[src/rtl/branch_unit.sv]
// ---------------------------------------------------------------------------
// branch_unit
//
// Purpose:
//   Resolves the branch decision for the RV32I execute stage. It combines the
//   two source operands with the major opcode bits [6:2] and funct3, and
//   produces one registered "taken" flag that feeds the PC-select / redirect
//   logic. JAL and JALR always report taken. BRANCH-class instructions compare
//   rs1 against rs2 as selected by funct3. Every other opcode, and the
//   reserved funct3 encodings 010/011, report not taken.
//
// Ports:
//   clk_in            input   1     system clock, rising-edge active
//   rst_n_in          input   1     synchronous reset, active-low
//   rs1_in            input   XLEN  source operand 1 (rs1 value)
//   rs2_in            input   XLEN  source operand 2 (rs2 value)
//   opcode_6_to_2_in  input   5     instruction bits [6:2]
//   funct3_in         input   3     instruction bits [14:12]
//   branch_taken_out  output  1     registered branch/jump taken flag
// ---------------------------------------------------------------------------
module branch_unit #(
  parameter int XLEN = 32
) (
  input  logic            clk_in,
  input  logic            rst_n_in,
  input  logic [XLEN-1:0] rs1_in,
  input  logic [XLEN-1:0] rs2_in,
  input  logic [4:0]      opcode_6_to_2_in,
  input  logic [2:0]      funct3_in,
  output logic            branch_taken_out
);

  // Major opcode encodings (instruction bits [6:2]) that this unit decodes.
  localparam logic [4:0] OP_BRANCH = 5'b11000;
  localparam logic [4:0] OP_JALR   = 5'b11001;
  localparam logic [4:0] OP_JAL    = 5'b11011;

  // funct3 encodings of the BRANCH opcode.
  localparam logic [2:0] F3_BEQ  = 3'b000;
  localparam logic [2:0] F3_BNE  = 3'b001;
  localparam logic [2:0] F3_BLT  = 3'b100;
  localparam logic [2:0] F3_BGE  = 3'b101;
  localparam logic [2:0] F3_BLTU = 3'b110;
  localparam logic [2:0] F3_BGEU = 3'b111;

  logic [XLEN:0] w_diff;
  logic          w_eq;
  logic          w_ltUnsigned;
  logic          w_ltSigned;
  logic          w_signsDiffer;
  logic          w_taken;
  logic          r_taken;

  // One shared subtractor serves both magnitude compares. The operands are
  // zero-extended by one bit, so the top bit of the difference is the borrow,
  // which is set exactly when rs1 < rs2 as unsigned numbers.
  // For the signed compare: if the sign bits differ, rs1 is less exactly when
  // rs1 is the negative one; if the signs match, two's-complement ordering is
  // the same as unsigned ordering, so the borrow answers it too.
  always_comb begin
    w_diff        = {1'b0, rs1_in} - {1'b0, rs2_in};
    w_eq          = (rs1_in == rs2_in);
    w_ltUnsigned  = w_diff[XLEN];
    w_signsDiffer = rs1_in[XLEN-1] ^ rs2_in[XLEN-1];
    w_ltSigned    = w_signsDiffer ? rs1_in[XLEN-1] : w_ltUnsigned;
  end

  // Decision: jumps are unconditionally taken, branches are steered by
  // funct3, and everything else (including reserved funct3 values) is
  // not taken.
  always_comb begin
    w_taken = 1'b0;
    unique case (opcode_6_to_2_in)
      OP_JAL,
      OP_JALR: begin
        w_taken = 1'b1;
      end
      OP_BRANCH: begin
        unique case (funct3_in)
          F3_BEQ:  w_taken = w_eq;
          F3_BNE:  w_taken = ~w_eq;
          F3_BLT:  w_taken = w_ltSigned;
          F3_BGE:  w_taken = ~w_ltSigned;
          F3_BLTU: w_taken = w_ltUnsigned;
          F3_BGEU: w_taken = ~w_ltUnsigned;
          default: w_taken = 1'b0;
        endcase
      end
      default: begin
        w_taken = 1'b0;
      end
    endcase
  end

  // Output register: reset wins over the decision, so an asserted reset
  // clears the flag at the next edge even while a jump is presented.
  always_ff @(posedge clk_in) begin
    if (!rst_n_in) begin
      r_taken <= 1'b0;
    end else begin
      r_taken <= w_taken;
    end
  end

  assign branch_taken_out = r_taken;

endmodule

[config.mk]
export PLATFORM = sky130hd
export DESIGN_NAME = branch_unit
export DESIGN_NICKNAME = d
export VERILOG_FILES = /design/src/rtl/branch_unit.sv
export SDC_FILE = /design/constraint.sdc
export NUM_CORES = 1
export LEC_CHECK = 0
export ABC_CLOCK_PERIOD_IN_PS = 5300
export CAP_MARGIN = 10
export CORE_MARGIN = 8
export CORE_UTILIZATION = 36
export DETAILED_ROUTE_END_ITERATION = 16
export PLACE_DENSITY_LB_ADDON = 0.2
export SLEW_MARGIN = 20
export SYNTH_ARGS = -nofsm -noshare
export SYNTH_HDL_FRONTEND = slang
export SYNTH_SLANG_ARGS = --single-unit
[constraint.sdc]
create_clock -name clk_in -period 5.3 [get_ports clk_in]
set_input_delay 0.795 -clock clk_in [delete_from_list [all_inputs] [get_ports clk_in]]
set_output_delay 0.795 -clock clk_in [all_outputs]
set_load 0.03 [all_outputs]
Word-level counts from Yosys, hierarchy flattened
Cells that the tools add are included.
- bits in registers: 1
- latch bits: 0
- memory bits (writable): 0
- ROM bits: 0
- bits of input ports: 74
- output and inout port bits: 1
- memories: 0
- $add $sub $neg: 1
- multipliers: 0
- div/mod/pow operators: 0
- magnitude comparators: 0
- equality and inequality tests: 9
- shifts and indexed selects: 0
- multiplexer cells: 3
- bitwise gates (word level): 4
- reduce and logical (&&, ||, !) cells: 2
- operator list (cell ; number):
    $sub 32x32->33 ; 1
    $eq 32x32->1 ; 1
    $eq 5x5->1 const B ; 3
    $eq 3x3->1 const B ; 4
    $pmux 1 s6 ; 1
    $eq 3x1->1 const B ; 1
    $logic_not 3->1 ; 1
    $not 1->1 ; 3
    $pmux 1 s2 ; 1
    $reduce_or 2->1 ; 1
    $mux 1 ; 1
    $xor 1x1->1 ; 1

Depth between registers and ports, before layout
Gate-level depths: netlist of the first run.
- depth in word-level cells: 5
- depth in mapped cells: 9
- gate-level depth less buffers: 9

Least setup slack after synthesis of the first run
No wires, ideal clock.
- path type: input-to-reg
- from: input rs2_in[17]
- to: register r_taken, in the netlist branch_taken_out
- setup time: 0.117 ns
- data arrival time: 2.196 ns
- data required time: 5.183 ns
- slack: 2.987 ns
- stages: 9
- path buffers: 0
- cell sequence: inv_1 ha_1 a21o_1 nand3_1 a2111oi_1 or4_4 nand2b_1 o2111a_1 o2bb2ai_1
- cells in the longest elaborated chain, start to end: 5
- ends and longest elaborated chain (what ; line ; source):
    from (decl) ; 27 ; input logic [XLEN-1:0] rs2_in,
    $sub 32x32->33 ; 61 ; w_diff = {1'b0, rs1_in} - {1'b0, rs2_in};
    $mux 1 ; 65 ; w_ltSigned = w_signsDiffer ? rs1_in[XLEN-1] : w_ltUnsigned;
    $not 1->1 ; 83 ; F3_BGE: w_taken = ~w_ltSigned;
    $pmux 1 s6 * ; 79 ; unique case (funct3_in)
    $pmux 1 s2 * ; 73 ; unique case (opcode_6_to_2_in)
    to (signal assigned) ; 101 ; r_taken <= w_taken;
    to (decl) ; 52 ; logic r_taken;
Mark *: on every way between the ends. The rest lies on a longest branch, timed or not.
A chain may end at the register's enable or synchronous reset.

Final worst setup path of the first run
- from: input rs1_in[31]
- to: register r_taken, in the netlist branch_taken_out
- cells in the longest elaborated chain, start to end: 5
- ends and longest elaborated chain (what ; line ; source):
    from (decl) ; 26 ; input logic [XLEN-1:0] rs1_in,
    $sub 32x32->33 / $xor 1x1->1 (equally long branches) ; 61, 64 ;
    $mux 1 ; 65 ;
    $not 1->1 ; 83 ;
    $pmux 1 s6 * ; 79 ;
    $pmux 1 s2 * ; 73 ;
Marks and branches as above.

==> flow_summary.toml, run 1 <==
[finish]
largest_register_ffs = 1
syn2layout_area_growth_pct = 83.6
nets = 309
regArea_um2 = 20.0
drive_gt1_share_pct = 2.49
n_fill_cell = 207
layout_commonest_cell = "clkdlybuf4s50_1"
multi_input_area_um2 = 791
antenna_cells = 0
finish.utilization_pct = 69.6
final_cell_mix = "clkdlybuf4s50_1 (74), inv_1 (32), ha_1 (32)"

[critical_path]
crit_required_ns = 5.22
crit_fanout = 4
path_class = "in -> reg"
crit_buf_inv = 1
crit_path_top_delay_cell = "clkdlybuf4s50_1"
critPathLaunchType = "input port"
arrival_ns = 2.85
crit_path_cell_trace = "clkdlybuf4s50_1 > ha_1 > nor2_2 > a211oi_1 > o21ai_1 > or4_4 > nor4_2 > o2bb2ai_1"
end_kind = "flip-flop"
path_delay_family = "simple AND/OR/NAND/NOR gates"
slowest_delay_ns = 0.47

[pwr]
p_leak_uw = 0.000826
internal_power_uw = 82.7
ir_drop_mv = 0.0527
comb_power_share_pct = 93.7
power_density_nw_per_um2 = 73.6
swShare_pct = 34.3
pwr-share-clk_pct = 0
sequentialPowerShare_pct = 6.3
p_sw_uw = 43.1

[detailed_routing]
drt-pass1-iter-count = 4
route.detailed.drc = 0
drt_iter0_markers = 40
vias_per_cell = 5.01
wl_per_cell_um = 14.3
ant_nets = 0
wl_um = 3300
vias = 1157

[sta]
period_needed_ns = 2.92
fin_tns_setup_ns = 0
fin_crit_sh_pct = 55.2
setup_violations = 0
tightestPinTransition_ns = 0.321
timing.fmax_mhz = 342
finalHoldViolations = 0
rsz0062_at_grt = "no"
maxSlewViolCount = 0
worst_slack_ns = 2.38
slew_headroom_pct = 78.5

[placed_design]
portBuffers = 74
dp_slack_ns = 2.38
gp_congestion = 0.804
place_hpwl_um = 3130

[floorplanning]
rows = 18
dieArea_um2 = 4470
die_y_um = 66.9
ios = 75
core_area_um2 = 2450
initial_utilization_pct = 37.9
dieWidth_um = 66.9

[status]
status = "complete, no violations"

[global_route]
grt_max_degree = 5
overflow = 0
grt_util_all_layers_pct = 14.9
antenna_found_initial = 0
grt_first_pass_wirelength_um = 5500
grt_pass1_vias = 1248

[cts]
cts_hold_buf = 0
cts_resized = 0
clkTransAtPathRegs_ns = 0
post_cts_buffers = 0

[synth]
async_reset_ff_share_pct = 0
yosysSeqAreaShare_pct = 2.15
synth_top_cell_area_share_pct = 43.0
synth_ff_type = "dfxtp_1"
synth.distinct_cells = 26
syn-num-nets = 233
ys_warn_count = 0
netlist_area_um2 = 931
yosysTopAreaCell = "ha_1"
synth_seq_cells = 1
avgSynthCellArea_um2 = 7.33
syn_inst = 127
synth_area_leaders = "ha_1 (43%), inv_1 (13%), a21oi_1 (6.5%)"
synth-edff-count = 0

[worst_hold_path]
whs_path_depth = 3
min_to = "branch_taken_out"
worstHoldStart = "opcode_6_to_2_in[3]"
hp-class = "in -> reg"

[run]
drv_cap = 0
synthesized netlist by cell type, drive strengths merged, types with 2 or more instances:
cell type / n
a211oi: 4
nand4: 8
nor2: 4
nand3: 6
ha: 32
inv: 32
a21oi: 12
nor4: 3
a21o: 4
nand2: 7
o21ai: 3
nand2b: 2
per-layer routing:
metal / track usage [%] / vias up / share of wire [%]
li1: - / 603 / -
met1: 15.4 / 510 / 39
met2: 30.5 / 44 / 53
met3: 3.19 / 0 / 7.9
met4: 0.522 / 0 / 0
met5: 0 / - / 0
logic make-up after synthesis:
logic type | count (synthesis) | synth area share, %
fa+ha+maj | 32 | 43.0
compound gates | 28 | 19.5
simple gates | 33 | 21.5
buf+inv | 32 | 12.9
xor+xnor | 1 | 0.941
flops | 1 | 2.15
stage by stage:
step / area, um2 / power [uW] / instances / hold slack, ns
5_1_grt: 1710 / 140 / 231 / 1.51
3_3_place_gp: 1710 / 119 / 231 / 1.45
3_5_place_dp: 1710 / 125 / 231 / 1.46
6_report: 1710 / 126 / 231 / 1.45
4_1_cts: 1710 / 126 / 231 / 1.46
2_1_floorplan: 931 / 56.5 / 127 / 0.972
power by group through the flow:
stage	sequential (uW)	combinational [uW]	clock, uW
after global routing	7.94	132	0
after floorplan	8.35	48.1	0
after CTS	7.92	118	0
final	7.92	118	0
after detailed placement	7.92	118	0
after global placement	7.94	111	0
worst max-delay path by stage:
| stage | startpoint | to | slack, ns | cells after the start |
|---|---|---|---|---|
| finish | rs1_in[31] | branch_taken_out | 2.38 | 8 |
| detailed placement | rs2_in[31] | branch_taken_out | 2.38 | 10 |
| CTS | rs2_in[31] | branch_taken_out | 2.37 | 9 |
| floorplan | rs2_in[17] | branch_taken_out | 2.99 | 9 |
| global placement | rs2_in[31] | branch_taken_out | 2.46 | 10 |
| global route | rs1_in[31] | branch_taken_out | 2.17 | 9 |
cell type report:
cell class / instances / area share [%]
inverter: 32 / 7.03
timing repair buffer: 74 / 43.3
multi-input combinational: 94 / 46.3
sequential: 1 / 1.17
tap: 30 / 2.20
Note: power is estimated with default switching activity, not from simulation.
==> run 2, diff against run 1 <==
Settings changed: ABC_CLOCK_PERIOD_IN_PS 5300 to 2700, CORE_UTILIZATION 36 to 33.
Clock period 5.3 ns to 2.7 ns, I/O delays scaled along.
==> flow_summary.toml, run 2 (synthesis results as in run 1) <==
[global_route]
antenna_found_initial = 0
overflow = 0
grt_max_degree = 5
grt_first_pass_wirelength_um = 5470
grt_util_all_layers_pct = 12.6
grt_pass1_vias = 1354

[placed_design]
dpl_cell_area_um2 = 1710
portBuffers = 74
place_hpwl_um = 3020
gp_congestion = 0.779

[critical_path]
path_class = "in -> reg"
crit_path_top_delay_cell = "clkdlybuf4s50_1"
arrival_ns = 2.42
crit_path_cell_trace = "clkdlybuf4s50_1 > inv_1 > ha_1 > nor2_2 > a211oi_1 > o21ai_1 > or4_4 > nor4_2 > o2bb2ai_1"
setup.worst_path.start = "rs2_in[31]"
crit_fanout = 4
crit_required_ns = 2.63
crit_buf_inv = 2
path_delay_family = "simple AND/OR/NAND/NOR gates"
critPathLaunchType = "input port"
slowest_delay_ns = 0.46
end_kind = "flip-flop"

[sta]
fin_crit_sh_pct = 92.4
maxSlewViolCount = 0
worst_hold_slack_ns = 1.06
fin_tns_setup_ns = 0
tightestPinTransition_ns = 0.327
timing.fmax_mhz = 401
slew_headroom_pct = 78.2
period_needed_ns = 2.50
rsz0062_at_grt = "no"
setup_violations = 0
finalHoldViolations = 0

[status]
status = "complete, no violations"

[worst_hold_path]
worstHoldStart = "opcode_6_to_2_in[3]"
hp-class = "in -> reg"

[pwr]
p_leak_uw = 0.000826
ir_drop_mv = 0.107
swShare_pct = 33.8
pwr-share-clk_pct = 0
power_density_nw_per_um2 = 143
p_sw_uw = 82.5
comb_power_share_pct = 93.6
sequentialPowerShare_pct = 6.4
internal_power_uw = 162

[detailed_routing]
route.detailed.drc = 0
wl_um = 3160
drt-pass1-iter-count = 4
ant_nets = 0
wl_per_cell_um = 13.6
vias = 1160
drt_iter0_markers = 18
vias_per_cell = 5.00

[floorplanning]
core_area_um2 = 2710
dieArea_um2 = 4780
initial_utilization_pct = 34.3
die_y_um = 69.1
rows = 19
ios = 75
dieWidth_um = 69.1

[cts]
clkTransAtPathRegs_ns = 0
post_cts_buffers = 0
cts_resized = 0
cts_hold_buf = 0

[finish]
syn2layout_area_growth_pct = 83.7
layout_commonest_cell = "clkdlybuf4s50_1"
antenna_cells = 0
nets = 309
n_fill_cell = 259
final_cell_mix = "clkdlybuf4s50_1 (74), inv_1 (32), ha_1 (32)"
stdcell_area_um2 = 1710
drive_gt1_share_pct = 2.49
largest_register_ffs = 1

[run]
drv_cap = 0
[run 2: area by class of cell]
type	count	area [um2]	share of cell area, %
flip-flops and latches	1	20.0	1.17
multi-input cells	94	791	46.2
repair buffers	74	741	43.3
inverters	32	120	7.02
well taps	31	38.8	2.27
[run 2: worst paths after layout]
path / cells past startpoint / slack [ns] / end
max: 9 / 0.20 / branch_taken_out
min: 3 / 1.06 / branch_taken_out
[run 2: power groups by stage]
stage	logic (uW)	registers, uW	clock network (uW)
2_1_floorplan	94.4	16.4	0
3_3_place_gp	220	15.6	0
3_5_place_dp	229	15.6	0
4_1_cts	230	15.6	0
5_1_grt	255	15.6	0
6_report	229	15.6	0
[run 2: per-stage QoR]
stage	util (%)	cells	total power (uW)	worst slack [ns]
finish	63.1	232	244	0.204
global route	63.1	232	271	0.0253
CTS	63.1	232	246	0.180
detailed placement	63.1	232	244	0.186
global placement	63.1	232	235	0.221
floorplan	-	127	111	0.777
[run 2: routing by layer]
layer  wire, um  vias up  GRT usage [%]
li1           -      605              -
met1       1300      503           12.5
met2       1680       50           26.6
met3        166        2           2.15
met4         14        0           1.37
met5          0        -              0
==> run 3, diff against run 2 <==
Settings changed: SETUP_SLACK_MARGIN set to 0.4, SKIP_LAST_GASP set to 1.
==> flow_summary.toml, run 3 (synthesis results as in run 1) <==
[finish]
antenna_cells = 0
layout_commonest_cell = "dlymetal6s2s_1"
fin_cells = 240
drive_gt1_share_pct = 37.3
final_cell_mix = "dlymetal6s2s_1 (38), inv_2 (26), ha_4 (26)"
finish.utilization_pct = 82.1
largest_register_ffs = 1
nets = 317
syn2layout_area_growth_pct = 139

[placed_design]
place_hpwl_um = 3020
gp_congestion = 0.779
portBuffers = 74
dp_slack_ns = 0.186
placedCellCount = 232

[global_route]
grt_util_all_layers_pct = 14.0
antenna_found_initial = 0
grt_first_pass_wirelength_um = 6000
grt_pass1_vias = 1382
grt_max_degree = 5
overflow = 0

[sta]
setup_violations = 0
worst_slack_ns = 0.452
maxSlewViolCount = 0
rsz0062_at_grt = "no"
finalHoldViolations = 0
timing.fmax_mhz = 445
period_needed_ns = 2.25
tightestPinTransition_ns = 0.308
slew_headroom_pct = 79.4
fin_tns_setup_ns = 0
fin_crit_sh_pct = 83.3

[cts]
clkTransAtPathRegs_ns = 0
cts_hold_buf = 0

[critical_path]
crit_required_ns = 2.58
crit_fanout = 3
path_class = "in -> reg"
end_kind = "flip-flop"
critPathLaunchType = "input port"
arrival_ns = 2.13

[detailed_routing]
ant_nets = 0
drt-pass1-iter-count = 6
wl_um = 4370
route.detailed.drc = 0
vias = 1265
wl_per_cell_um = 18.2
vias_per_cell = 5.27
drt_iter0_markers = 33

[floorplanning]
die_y_um = 69.1
ios = 75
dieArea_um2 = 4780
initial_utilization_pct = 34.3
dieWidth_um = 69.1
core_area_um2 = 2710
rows = 19

[pwr]
power_density_nw_per_um2 = 142
total_power_uw = 317
p_leak_uw = 0.00124
ir_drop_mv = 0.128

[worst_hold_path]
hp-class = "in -> reg"

[status]
status = "complete, no violations"

[run]
drv_cap = 0
## run 3: changes by cell type in the layout (fill, tap and decap cells not counted), sizes merged
cell / before / now
buf: 0 / 8
dlygate4sd2: 0 / 24
clkbuf: 0 / 2
dlymetal6s2s: 0 / 38
clkdlybuf4s50: 74 / 10
## run 3: layout make-up
class / count / area, um2
Inverter: 32 / 120
Sequential cell: 1 / 20.0
Timing Repair Buffer: 82 / 856
Tap cell: 31 / 38.8
Fill cell: 174 / 484
Multi-Input combinational cell: 94 / 1190
## run 3: timing repair
| item | CTS | global route |
|---|---|---|
| setup buffers | 3 | 5 |
| setup endpoints to repair | 1 | 1 |
| gates resized for setup | 63 | 72 |
| hold endpoints to repair | 0 | 0 |
| pin swaps | 24 | 26 |
## run 3: power by group
part / total, uW / leakage, uW / internal (uW) / switching (uW)
clock: 0 / 0 / 0 / 0
combinational: 301 / 0.00123 / 174 / 127
sequential: 15.6 / 0.00000811 / 15.5 / 0.108
## run 3: final timing paths
path / end / slack [ns] / start / cells after the start
max: branch_taken_out / 0.45 / rs1_in[27] / 9
min: branch_taken_out / 0.97 / funct3_in[1] / 5
## run 3: per-layer routing
| metal | track usage, % | routed length (um) |
|---|---|---|
| met5 | 0 | 0 |
| met4 | 0 | 0 |
| met3 | 1.43 | 184 |
| met2 | 29.5 | 2510 |
| met1 | 14.9 | 1680 |
## run 3: per-stage QoR
| step | hold WS, ns | cell area, um2 |
|---|---|---|
| after global routing | 1.01 | 2230 |
| after CTS | 1.06 | 1930 |
| after floorplan | 0.582 | 931 |
| final | 0.974 | 2230 |
| after detailed placement | 1.07 | 1710 |
| after global placement | 1.05 | 1710 |
## run 3: worst max-delay path: stages
cell	delay [ns]
dlygate4sd2_1	0.26
ha_4	0.27
nand4_1	0.20
nor4_4	0.35
nand2_1	0.13
xnor2_2	0.15
nand3_1	0.09
o2111a_1	0.19
o2bb2ai_2	0.06
